$ cat config.mk
export PLATFORM = sky130hd
export DESIGN_NAME = iccm_loader_flat
export DESIGN_NICKNAME = d
export VERILOG_FILES = /design/src/rtl/iccm_loader_pkg.sv /design/src/rtl/iccm_loader_if.sv /design/src/rtl/ldr_word_packer.sv /design/src/rtl/iccm_loader.sv /design/src/flat_wrapper.sv
export SDC_FILE = /design/constraint.sdc
export NUM_CORES = 1
export LEC_CHECK = 0
export CORE_ASPECT_RATIO = 1.75
export CORE_MARGIN = 2
export CORE_UTILIZATION = 50
export DETAILED_ROUTE_END_ITERATION = 16
export GPL_ROUTABILITY_DRIVEN = 0
export PLACE_DENSITY = 0.82
export SYNTH_ARGS = -nofsm -noshare
export SYNTH_HDL_FRONTEND = slang
export SYNTH_SLANG_ARGS = --single-unit
export TNS_END_PERCENT = 1
$ cat constraint.sdc
create_clock -name brq_clk -period 3.4 [get_ports brq_clk]
set_input_delay 0.68 -clock brq_clk [delete_from_list [all_inputs] [get_ports brq_clk]]
set_output_delay 0.68 -clock brq_clk [all_outputs]
set_load 0.1 [all_outputs]
$ cat src/rtl/iccm_loader_pkg.sv
// ============================================================================
//  buraq_loader_pkg
//  Shared state encoding and byte-packing constants for the ICCM loader.
//  Revision: 1.0
// ============================================================================
`default_nettype none

package buraq_loader_pkg;

    localparam int BYTES_PER_WORD = 4;

    typedef enum logic [2:0] {
        ST_HDR   = 3'd0,
        ST_CHECK = 3'd1,
        ST_LOAD  = 3'd2,
        ST_WRITE = 3'd3,
        ST_DONE  = 3'd4,
        ST_ERR   = 3'd5
    } ldr_state_t;

endpackage

`default_nettype wire

$ cat src/rtl/iccm_loader_if.sv
// ============================================================================
//  iccm_loader_if
//  Byte-stream input, ICCM write port and core status bundle for the loader.
//  Revision: 1.0
// ============================================================================
`default_nettype none

interface iccm_loader_if #(
    parameter int DataWidth = 32,
    parameter int AddrWidth = 15
);
    logic                 rx_valid;
    logic [7:0]           rx_data;
    logic                 rx_ready;
    logic                 iccm_write;
    logic [AddrWidth-1:0] iccm_address;
    logic [DataWidth-1:0] iccm_data;
    logic                 core_rst;
    logic                 load_done;
    logic                 load_error;

    modport master (
        output rx_valid, rx_data,
        input  rx_ready, iccm_write, iccm_address, iccm_data,
        input  core_rst, load_done, load_error
    );

    modport slave (
        input  rx_valid, rx_data,
        output rx_ready, iccm_write, iccm_address, iccm_data,
        output core_rst, load_done, load_error
    );
endinterface

`default_nettype wire

$ cat src/rtl/ldr_word_packer.sv
// ============================================================================
//  ldr_word_packer
//  Little-endian byte-to-word shift register with a wrapping byte counter.
//  Revision: 1.0
// ============================================================================
`default_nettype none

module ldr_word_packer
    import buraq_loader_pkg::*;
#(
    parameter int DataWidth = 32
) (
    input  wire logic                 clk,
    input  wire logic                 rst,
    input  wire logic                 shift_en,
    input  wire logic [7:0]           byte_in,
    output logic      [DataWidth-1:0] word,
    output logic                      word_full
);
    localparam int c_cnt_w = $clog2(BYTES_PER_WORD);

    logic [DataWidth-1:0] r_word;
    logic [c_cnt_w-1:0]   r_count;

    // New bytes enter at the top so the first byte ends up in bits 7:0.
    always_ff @(posedge clk) begin
        if (rst) begin
            r_word  <= '0;
            r_count <= '0;
        end else if (shift_en) begin
            r_word  <= {byte_in, r_word[DataWidth-1:8]};
            r_count <= r_count + c_cnt_w'(1);
        end
    end

    assign word      = r_word;
    assign word_full = shift_en && (r_count == c_cnt_w'(BYTES_PER_WORD - 1));

endmodule

`default_nettype wire

$ cat src/rtl/iccm_loader.sv
// ============================================================================
//  iccm_loader
//  Receives a length-prefixed byte image and writes it word-by-word into ICCM.
//  Revision: 1.0
// ============================================================================
`default_nettype none

module iccm_loader
    import buraq_loader_pkg::*;
#(
    parameter int DataWidth = 32,
    parameter int AddrWidth = 15
) (
    input  wire logic brq_clk,
    input  wire logic brq_rst,
    iccm_loader_if.slave bus
);
    localparam logic [DataWidth-1:0] c_depth = DataWidth'(1) << AddrWidth;

    ldr_state_t           r_state;
    ldr_state_t           w_state_next;
    logic [AddrWidth:0]   r_idx;
    logic [AddrWidth:0]   r_n;
    logic                 w_accept;
    logic                 w_word_full;
    logic [DataWidth-1:0] w_word;

    assign w_accept = bus.rx_valid & bus.rx_ready;

    ldr_word_packer #(
        .DataWidth (DataWidth)
    ) u_packer (
        .clk       (brq_clk),
        .rst       (brq_rst),
        .shift_en  (w_accept),
        .byte_in   (bus.rx_data),
        .word      (w_word),
        .word_full (w_word_full)
    );

    // The packer still holds the header during CHECK; latch N before payload overwrites it.
    always_ff @(posedge brq_clk) begin
        if (brq_rst) begin
            r_state <= ST_HDR;
            r_idx   <= '0;
            r_n     <= '0;
        end else begin
            r_state <= w_state_next;
            if (r_state == ST_CHECK) begin
                r_idx <= '0;
                r_n   <= w_word[AddrWidth:0];
            end else if (r_state == ST_WRITE && w_state_next == ST_LOAD) begin
                r_idx <= r_idx + 1'b1;
            end
        end
    end

    always_comb begin
        w_state_next   = r_state;
        bus.rx_ready   = 1'b0;
        bus.iccm_write = 1'b0;
        bus.core_rst   = 1'b1;
        bus.load_done  = 1'b0;
        bus.load_error = 1'b0;

        case (r_state)
            ST_HDR:   if (w_word_full) w_state_next = ST_CHECK;
            ST_CHECK: begin
                if (w_word == '0)          w_state_next = ST_DONE;
                else if (w_word > c_depth) w_state_next = ST_ERR;
                else                       w_state_next = ST_LOAD;
            end
            ST_LOAD:  if (w_word_full) w_state_next = ST_WRITE;
            ST_WRITE: begin
                if (r_idx + 1'b1 == r_n) w_state_next = ST_DONE;
                else                     w_state_next = ST_LOAD;
            end
            default:  w_state_next = r_state;
        endcase

        // Outputs are masked during the reset cycle, even if the old state was WRITE or DONE.
        if (!brq_rst) begin
            bus.rx_ready   = (r_state == ST_HDR) || (r_state == ST_LOAD);
            bus.iccm_write = (r_state == ST_WRITE);
            bus.core_rst   = (r_state != ST_DONE);
            bus.load_done  = (r_state == ST_DONE);
            bus.load_error = (r_state == ST_ERR);
        end
    end

    assign bus.iccm_address = r_idx[AddrWidth-1:0];
    assign bus.iccm_data    = w_word;

endmodule

`default_nettype wire

$ cat src/flat_wrapper.sv
// flat-port wrapper written by rule: the top's interface ports become plain ports
module iccm_loader_flat import buraq_loader_pkg::*;
#(
    parameter int DataWidth = 32,
    parameter int AddrWidth = 15
)
  (brq_clk, brq_rst, bus_rx_valid, bus_rx_data, bus_rx_ready, bus_iccm_write, bus_iccm_address, bus_iccm_data, bus_core_rst, bus_load_done, bus_load_error);
  iccm_loader_if #(.DataWidth(DataWidth), .AddrWidth(AddrWidth)) bus_i ();
  input  wire logic brq_clk;
  input  wire logic brq_rst;
  input wire logic [$bits(bus_i.rx_valid)-1:0] bus_rx_valid;
  input wire logic [$bits(bus_i.rx_data)-1:0] bus_rx_data;
  output wire logic [$bits(bus_i.rx_ready)-1:0] bus_rx_ready;
  output wire logic [$bits(bus_i.iccm_write)-1:0] bus_iccm_write;
  output wire logic [$bits(bus_i.iccm_address)-1:0] bus_iccm_address;
  output wire logic [$bits(bus_i.iccm_data)-1:0] bus_iccm_data;
  output wire logic [$bits(bus_i.core_rst)-1:0] bus_core_rst;
  output wire logic [$bits(bus_i.load_done)-1:0] bus_load_done;
  output wire logic [$bits(bus_i.load_error)-1:0] bus_load_error;
  assign bus_i.rx_valid = bus_rx_valid;
  assign bus_i.rx_data = bus_rx_data;
  assign bus_rx_ready = bus_i.rx_ready;
  assign bus_iccm_write = bus_i.iccm_write;
  assign bus_iccm_address = bus_i.iccm_address;
  assign bus_iccm_data = bus_i.iccm_data;
  assign bus_core_rst = bus_i.core_rst;
  assign bus_load_done = bus_i.load_done;
  assign bus_load_error = bus_i.load_error;
  iccm_loader #(.DataWidth(DataWidth), .AddrWidth(AddrWidth)) u_core (.brq_clk(brq_clk), .brq_rst(brq_rst), .bus(bus_i));
endmodule
==> impl.org <==
** Run status
- The run finished with clean final reports.

** Worst setup path
- Highest cell delay on the worst timing path :: 0.47 ns
- For flop-to-flop paths, the worst setup slack is 0.45 ns.
- Path type of the worst setup path :: reg -> reg
- Critical Path Fanout Max :: 34
- Cell with the largest stage delay on the worst path :: sky130_fd_sc_hd__or4_1
- Launching element type of the critical path :: flip-flop
- Traced cell by cell, the critical path runs through ha_1 > nand3_2 > buf_4 > or4_1 > a211o_1 > o211a_2 > nor4_4 > buf_4 > or4_1 > a21oi_1.
- The worst setup path is captured at a flip-flop.
- At the worst endpoint, the arrival time is 3.13 ns.
- Data on the critical path is required at its endpoint by 3.58 ns.

** Drt
- After the first detailed-routing iteration, the DRC count stood at 327.
- Remaining DRCs :: 0
- After detailed routing, the total wire length is 8920 um.
- Routed vias :: 3,325
- First-pass iteration count of the detailed router :: 5
- After detailed routing, the number of vias per cell comes to 5.86.
- Post-route antenna net violation count :: 0
- In the final routed layout, each cell accounts on average for 15.7 um.

** Finish
- 0 antenna diodes ended up in the layout.
- Number of filler cells placed in the layout :: 588
- Growth of design area from synthesis to finish :: 21.1%
- Layout Cells excl Fill :: 567
- Nets :: 491
- Share of cells above drive strength 1 :: 17.6%

** Pwr
- Leakage component of the power :: 1.55 nW
- Total internal power :: 1.48 mW
- Of the total power, registers draw 42.9%.
- Sw Pwr :: 0.449 mW
- IR analysis of the VDD net gives a maximum drop of 0.370 mV.
- Net switching is 23.3% of the power.
- The share of total power dissipated in combinational logic is 6.7%.
- In this run the power density over the cells is 460 mW/mm2.
- Share of total power in the clock network :: 50.4%

** Floorplan
- The floorplan step defined a die boundary enclosing 0.00761 mm2.
- The initial utilization of the core area, before any placement, comes to 51.1%.
- Row generation in the floorplan step produced 40 rows.
- Pin placement for this block handled 63 I/O pins.
- In this run the standard cell core region covers 0.00676 mm2.
- DIE HEIGHT :: 114 um
- The floorplan step set the die width to 66.8 um.

** Yosys
- Synth Cell Area :: 0.00345 mm2
- FF+latch count, synth :: 69
- A synthesized cell averages 7.76 um2.
- Number of instances in the synthesized netlist :: 445
- The synthesized netlist contains 49 unique library cells.
- Fraction of the yosys area taken by sequential cells :: 40.0%
- Number of enable flip-flop cells after synthesis :: 0
- Number of warnings reported in the yosys synthesis log :: 0
- Most common flop cell mapped by yosys :: sky130_fd_sc_hd__dfxtp_1
- Counting flops with an async set or reset pin after synthesis yields a share of 0%.
- The number of nets in the synthesized netlist is 458.

** Timing
- Slew @ Worst Pin :: 0.630 ns
- Final Cycle Share :: 86.7%
- Number of pins with negative max-slew slack in the final report :: 0
- In this run the tightest slew margin relative to its limit is 58.0%.
- The number of hold violations in the final report came to 0.
- Setup repair after global routing missed its margin :: no
- Layout Skew :: 0.00348 ns
- Tmin final :: 2.95 ns
- Sum of negative setup slack :: 0 ns
- Maximum achievable frequency :: 339 MHz
- Final setup violation count :: 0

** Clock network
- Clock tree root driver cell :: sky130_fd_sc_hd__clkbuf_16
- Number of clock buffers inserted by TritonCTS :: 9
- The H-tree generated during clock tree synthesis spans 3 levels.
- For the worst-skew pair, the clock arrives at the later sink with an insertion delay of 0.33 ns.
- TritonCTS clock tree :: yes
- CTS saw 69 sinks.
- Buffers inserted to repair hold after CTS numbered 0.
- After clock tree synthesis, the clock-pin slew on the worst setup and hold paths is 0.05 ns.
- Post-CTS timing repair inserted 0 buffers for setup.
- Post-cts sizing count :: 0
- Number of buffers on the longest clock path :: 2

** Global routing
- The via count of the first global-routing pass came to 3,089.
- Gr usage total :: 25.2%
- Largest net degree at the start of global routing :: 47
- The initial antenna violation count was 0.
- The first global-routing pass estimated 14,600 um of wire.
- After global routing the overflow that remains totals 0.

** Placement
- Total half-perimeter wirelength after legalization and detailed placement :: 6330 um
- Including well taps, the total number of placed cells is 551.
- Count of port buffers added during placement :: 62

** Flow run
- # Max-Cap Violations :: 0

** Min path
- Worst hold path class :: reg -> reg
==> metal layers <==
| metal | vias to the layer above | track usage [%] | part of all wire [%] |
|---|---|---|---|
| met1 | 1563 | 26.8 | 36 |
| met2 | 112 | 44.2 | 54 |
| met4 | 0 | 13.5 | 4.1 |
| met5 | - | 0 | 0 |
| li1 | 1623 | - | - |
| met3 | 27 | 6.61 | 5.5 |
==> layout by cell type (no fill, tap or decap), drive strengths merged, types with 2 or more instances in the layout <==
master,n
nand2,114
dfxtp,69
a21oi,64
buf,59
or4,16
nor2,16
clkbuf,13
o31ai,10
xnor2,10
nor4,10
xor2,9
clkdlybuf4s50,9
nand3,9
or3,7
o21ai,7
nand4,6
o211ai,6
nor3,5
nor2b,5
nand2b,4
and3,4
inv,2
o2111ai,2
a31oi,2
nor3b,2
ha,2
a311oi,2
==> layout make-up <==
class / count / area (um2) / share of cell area, %
Clock inverter: 3 / 42.5 / 1.02
Clock buffer: 13 / 270 / 6.47
Inverter: 2 / 7.51 / 0.180
Multi-Input combinational cell: 328 / 1820 / 43.5
Sequential cell: 69 / 1380 / 33.0
Timing Repair Buffer: 68 / 556 / 13.3
Tap cell: 84 / 105 / 2.51
==> through the flow <==
step | power (mW) | worst slack, ns | hold WS (ns) | cell area [um2] | util (%)
floorplan | 0.936 | -0.177 | 0.440 | 3460 | -
global placement | 0.971 | 0.554 | 0.446 | 3870 | 57.2
detailed placement | 0.973 | 0.493 | 0.458 | 3870 | 57.2
CTS | 1.94 | 0.482 | 0.466 | 4180 | 61.9
global route | 1.97 | 0.247 | 0.492 | 4180 | 61.9
finish | 1.92 | 0.451 | 0.466 | 4180 | 61.9
==> worst max-delay path: cells and delay by family, from the launching register on <==
family | cells | cell delay, ns
compound gates | 3 | 0.52
simple gates | 4 | 0.99
flops | 1 | 0.45
buf+inv | 2 | 0.54
fa+ha+maj | 1 | 0.29
==> flip-flops by register name, summed over array words and instances, names as in the netlist <==
register,count
u_core.u_packer.word,32
u_core.r_idx,16
u_core.r_n,16
u_core.r_state,3
u_core.u_packer.r_count,2
==> power by group through the flow <==
stage / Clock, mW / Combinational [mW] / Sequential [mW]
final: 0.969 / 0.129 / 0.826
after global routing: 1.01 / 0.138 / 0.827
after CTS: 0.983 / 0.130 / 0.826
after detailed placement: 0 / 0.130 / 0.843
after global placement: 0 / 0.128 / 0.843
after floorplan: 0 / 0.0479 / 0.888
==> synthesized netlist by cell type (6+ instances only) <==
master                       n  area (um2)
sky130_fd_sc_hd__a21oi_1    63         315
sky130_fd_sc_hd__buf_4      16         120
sky130_fd_sc_hd__clkbuf_1   23        86.3
sky130_fd_sc_hd__dfxtp_1    69        1380
sky130_fd_sc_hd__nand2_1   114         428
sky130_fd_sc_hd__nand3_1     7        35.0
sky130_fd_sc_hd__nand4_1     6        37.5
sky130_fd_sc_hd__nor2_1     16        60.1
sky130_fd_sc_hd__nor4_1      9        56.3
sky130_fd_sc_hd__o211ai_1    6        45.0
sky130_fd_sc_hd__o31ai_1    10        75.1
sky130_fd_sc_hd__or3_1       7        43.8
sky130_fd_sc_hd__or4_1      16         120
sky130_fd_sc_hd__xnor2_1    10        87.6
sky130_fd_sc_hd__xor2_1      9        78.8
==> logic make-up (layout without fill, tap and decap cells) <==
family,after synthesis,in the layout,synth area share [%]
flip-flops,69,69,40.0
AND/OR/NAND/NOR,206,206,29.2
AO/OA/AOI/OAI,100,100,17.3
buffers and inverters,48,86,7.58
multiplexers,1,1,0.326
adder cells (fa/ha/maj),2,2,0.725
XOR/XNOR,19,19,4.82
==> worst paths after layout <==
kind                                              startpoint                           end  cells past startpoint
worst min register to register    u_core.r_n[1]$_SDFFE_PP0P_    u_core.r_n[1]$_SDFFE_PP0P_                      2
worst max-delay path            u_core.r_idx[0]$_SDFFE_PP0P_  u_core.r_idx[3]$_SDFFE_PP0P_                     10
worst min-delay path              u_core.r_n[1]$_SDFFE_PP0P_    u_core.r_n[1]$_SDFFE_PP0P_                      2
worst max register to register  u_core.r_idx[0]$_SDFFE_PP0P_  u_core.r_idx[3]$_SDFFE_PP0P_                     10
(Power assumes the default switching activity.)
